===== src/rtl/change_dispenser.sv =====
// rtl/change_dispenser.sv - pays out change one coin at a time, largest first, over a 4-phase req/ack hopper handshake
module change_dispenser #(
  parameter int HI_VALUE = 5,
  parameter int LO_VALUE = 1,
  parameter int TIMEOUT  = 1000
) (
  input  logic       clk,
  input  logic       rst,
  input  logic       start,
  input  logic [7:0] amount,
  input  logic       hi_empty,
  input  logic       lo_empty,
  input  logic       coin_ack,
  input  logic       fault_clr,
  output logic       coin_req,
  output logic       coin_sel,
  output logic       busy,
  output logic       done,
  output logic       fault,
  output logic [7:0] remaining,
  output logic [7:0] hi_count,
  output logic [7:0] lo_count
);

  localparam int TW = $clog2(TIMEOUT + 1);

  typedef enum logic [2:0] {IDLE, CHECK, REQ, REL, DONE, FAULT} state_t;

  state_t        state, next;
  logic [TW-1:0] tcnt, tcnt_d;
  logic          timed_out;
  logic          use_hi, use_lo;
  logic          coin_req_d, coin_sel_d, busy_d, done_d, fault_d;
  logic [7:0]    remaining_d, hi_count_d, lo_count_d;

  assign timed_out = (tcnt == TW'(TIMEOUT - 1));
  // A coin is only eligible when it cannot underflow the owed amount.
  assign use_hi = (remaining >= 8'(HI_VALUE)) && !hi_empty;
  assign use_lo = (remaining >= 8'(LO_VALUE)) && !lo_empty;

  always_ff @(posedge clk) begin
    if (rst) begin
      state     <= IDLE;
      tcnt      <= '0;
      coin_req  <= 1'b0;
      coin_sel  <= 1'b0;
      busy      <= 1'b0;
      done      <= 1'b0;
      fault     <= 1'b0;
      remaining <= 8'd0;
      hi_count  <= 8'd0;
      lo_count  <= 8'd0;
    end else begin
      state     <= next;
      tcnt      <= tcnt_d;
      coin_req  <= coin_req_d;
      coin_sel  <= coin_sel_d;
      busy      <= busy_d;
      done      <= done_d;
      fault     <= fault_d;
      remaining <= remaining_d;
      hi_count  <= hi_count_d;
      lo_count  <= lo_count_d;
    end
  end

  always_comb begin
    next = state;
    case (state)
      IDLE:  if (start) next = CHECK;
      CHECK: begin
        if (remaining == 8'd0)  next = DONE;
        else if (use_hi)        next = REQ;
        else if (use_lo)        next = REQ;
        else                    next = FAULT;
      end
      REQ: begin
        if (coin_ack)           next = REL;
        else if (timed_out)     next = FAULT;
      end
      REL: begin
        if (!coin_ack)          next = CHECK;
        else if (timed_out)     next = FAULT;
      end
      DONE:  next = IDLE;
      FAULT: if (fault_clr) next = IDLE;
      default: next = IDLE;
    endcase
  end

  // Next values for the registered outputs; flags follow the state being entered.
  always_comb begin
    remaining_d = remaining;
    hi_count_d  = hi_count;
    lo_count_d  = lo_count;
    coin_sel_d  = coin_sel;
    case (state)
      IDLE: begin
        if (start) begin
          remaining_d = amount;
          hi_count_d  = 8'd0;
          lo_count_d  = 8'd0;
        end
      end
      CHECK: begin
        if (remaining != 8'd0) begin
          if (use_hi)      coin_sel_d = 1'b1;
          else if (use_lo) coin_sel_d = 1'b0;
        end
      end
      REQ: begin
        if (coin_ack) begin
          if (coin_sel) begin
            remaining_d = remaining - 8'(HI_VALUE);
            if (hi_count != 8'hff) hi_count_d = hi_count + 8'd1;
          end else begin
            remaining_d = remaining - 8'(LO_VALUE);
            if (lo_count != 8'hff) lo_count_d = lo_count + 8'd1;
          end
        end
      end
      default: ;
    endcase
    coin_req_d = (next == REQ);
    busy_d     = (next != IDLE);
    done_d     = (next == DONE);
    fault_d    = (next == FAULT);
    // The timeout only runs while waiting on the hopper and restarts on every state entry.
    if ((next == state) && ((state == REQ) || (state == REL))) tcnt_d = tcnt + TW'(1);
    else                                                       tcnt_d = '0;
  end

endmodule

===== config.mk =====
export PLATFORM = sky130hd
export DESIGN_NAME = change_dispenser
export DESIGN_NICKNAME = d
export VERILOG_FILES = /design/src/rtl/change_dispenser.sv
export SDC_FILE = /design/constraint.sdc
export NUM_CORES = 1
export LEC_CHECK = 0
export ABC_CLOCK_PERIOD_IN_PS = 2250
export BUFFER_PORTS_ARGS = -buffer_cell sky130_fd_sc_hd__buf_2
export CAP_MARGIN = 20
export CORE_ASPECT_RATIO = 2
export CORE_UTILIZATION = 55
export CTS_CLUSTER_DIAMETER = 80
export DETAILED_ROUTE_END_ITERATION = 10
export PLACE_DENSITY = 0.88
export SYNTH_ARGS = -nofsm -noshare
export SYNTH_HDL_FRONTEND = slang
export SYNTH_SLANG_ARGS = --single-unit

===== constraint.sdc =====
create_clock -name clk -period 2.25 [get_ports clk]
set_input_delay 0.225 -clock clk [delete_from_list [all_inputs] [get_ports clk]]
set_output_delay 0.225 -clock clk [all_outputs]
set_load 0.02 [all_outputs]

==> flow_summary.toml <==
[outcome]
status = "complete, no violations"

[clocking]
cts.sinks = 42
cts_tree = "yes"
holdBufCountCts = 0
ctsResizeCount = 0
clk-insertion-delay-late_ns = 0.30
cts_max_level = 2
cts_buffers = 5
cts_root_buf = "clkbuf_8"
clock_path_buffers = 2
cts_setup_buffers = 0
path_clk_slew_ns = 0.09

[detailed_routing]
num_vias = 2132
postRouteAntennaNets = 0
drtIter0Drc = 48
wl_mm = 5.059
drt-pass1-iter-count = 4
post_drt_wl_per_cell_um = 14.21
vias_per_cell = 5.989
drc = 0

[synthesis]
synth_top_area_share = 0.3782
synth-edff-count = 0
async_flop_share = 0
syn_inst = 262
ys.flop_type = "dfxtp_1"
synth-seq-area-share = 0.3782
synth.top_cells.by_area = "dfxtp_1, nor2_1, xnor2_1"
synth_warnings = 0
yosysTopAreaCell = "dfxtp_1"
avgSynthCellArea_sq_um = 8.486
synth_cell_types = 56
syn_area_sq_mm = 0.002223
syn-num-nets = 283
ys_seq_elements = 42

[pwr]
power_per_cell_area_mw_per_mm2 = 763.4
irDropWorstVdd_uv = 678.6
power_leakage_uw = 0.0009997

[floorplanning]
die_h_um = 91.92
initial_core_util = 0.5785
rows = 32
die_area_sq_mm = 0.004316
die_w_um = 46.96
coreArea_sq_mm = 0.003844
pin_count = 44

[sta]
grt_setup_unrepaired = "false"
setup_viol = 0
finalCriticalPeriod_ns = 1.997
timing.fmax_mhz = 500.8
finalHoldViolations = 0
slew_headroom = 0.6844
slew_violations = 0
fin_crit_sh = 0.8874
tightestPinTransition_ns = 0.4698
skew_ns = 0.009264
tns_ns = 0

[global_route]
grt_max_degree = 22
overflow = 0
grt.total_usage = 0.2593
grt_pass1_vias = 2051
grt_pass1_wl_mm = 8.445
antenna_found_initial = 0

[layout]
final_nets = 325
antenna_cells = 0
final_common_cell = "buf_2"
drive_above_1_share = 0.2066
final_cell_mix = "buf_2, dfxtp_1, nor2_1"
stdcell_count = 356
area_growth_pct = 15.19

[flow_run]
maxCapViolCount = 0

[worst_setup_path]
start_kind = "flip-flop"
worst-setup-path-type = "flip-flop to flip-flop"
arrival_ns = 2.22
cp_max_fo = 16
crit_path_end_kind = "flip-flop"
critical_path_required_ns = 2.47

[placement]
port_buffers = 43
gp_congestion = 0.8361
placed_cells = 348
dp_hpwl_mm = 3.829

[min_path]
hp-class = "primary input to flip-flop"
-- per-stage QoR --
stage	utilization	hold slack, ns	area (sq um)	setup WS (ns)	power [uW]
after floorplan	-	0.3957	2223	0.4039	1326
after global placement	0.6439	0.4214	2475	0.3393	1459
after detailed placement	0.6439	0.4325	2475	0.2885	1479
after CTS	0.6663	0.2362	2561	0.2633	1960
after global routing	0.6663	0.2493	2561	0.05311	2067
final	0.6663	0.2295	2561	0.2533	1955
-- cell families after synthesis --
kind of cell,synth area share
xor+xnor,0.05909
flops,0.3782
mux,0.01576
fa+ha+maj,0.03376
simple gates,0.2684
compound gates,0.2155
buf+inv,0.02926
-- state kept, by name, summed over array words and instances, names as in the netlist --
signal and cells:
remaining 8, state 3, coin_req 1, done 1, busy 1, tcnt 10, fault 1, hi_count 8
lo_count 8, coin_sel 1
-- worst max-delay path, cell delays in order, from the launching register on --
cell and delay, ns:
dfxtp_1 0.42, nor2_1 0.40, nand2_4 0.21, a21o_1 0.28, or4_1 0.48, a21oi_1 0.14
-- cell usage after synthesis (4+ instances only) --
cell type / n
dfxtp_1: 42
nor2_1: 36
a21oi_1: 19
nand2_1: 16
nand3_1: 13
xnor2_1: 12
nor3_1: 8
o21ai_0: 8
clkbuf_1: 6
ha_1: 6
inv_1: 6
nand2b_1: 6
a211oi_1: 5
a21o_1: 4
a22oi_1: 4
a31oi_1: 4
and2_1: 4
buf_2: 4
nand4_1: 4
or3_1: 4
-- final timing paths --
kind | from | end | slack [ns] | depth (start not counted)
max | state[0] | hi_count[5] | 0.25 | 5
min | amount[3] | remaining[3] | 0.23 | 3
max reg2reg | state[0] | hi_count[5] | 0.25 | 5
min reg2reg | tcnt[0] | tcnt[0] | 0.44 | 1
-- report_power, final --
group | internal [uW] | total [uW] | switching [uW] | leakage [uW]
clock | 219 | 483 | 264 | 0.0000452
combinational | 223 | 608 | 385 | 0.000614
sequential | 793 | 864 | 71.1 | 0.000341
total | 1240 | 1960 | 720 | 0.00100
-- final cells by class --
| cell class | instances | area, sq um |
|---|---|---|
| clock inverters | 2 | 13.76 |
| flip-flops and latches | 42 | 840.8 |
| fillers | 354 | 1282 |
| repair buffers | 45 | 230.2 |
| clock buffers | 6 | 72.57 |
| inverters | 6 | 22.52 |
| well taps | 51 | 63.81 |
| multi-input cells | 204 | 1318 |
-- metal layers --
metal  routed length (um)  global-route usage
met5                    0                   0
met4                  162              0.1452
met3                  212             0.04921
met2                 2818              0.4502
met1                 1866              0.2673
Power figures use the tool's default switching activity.
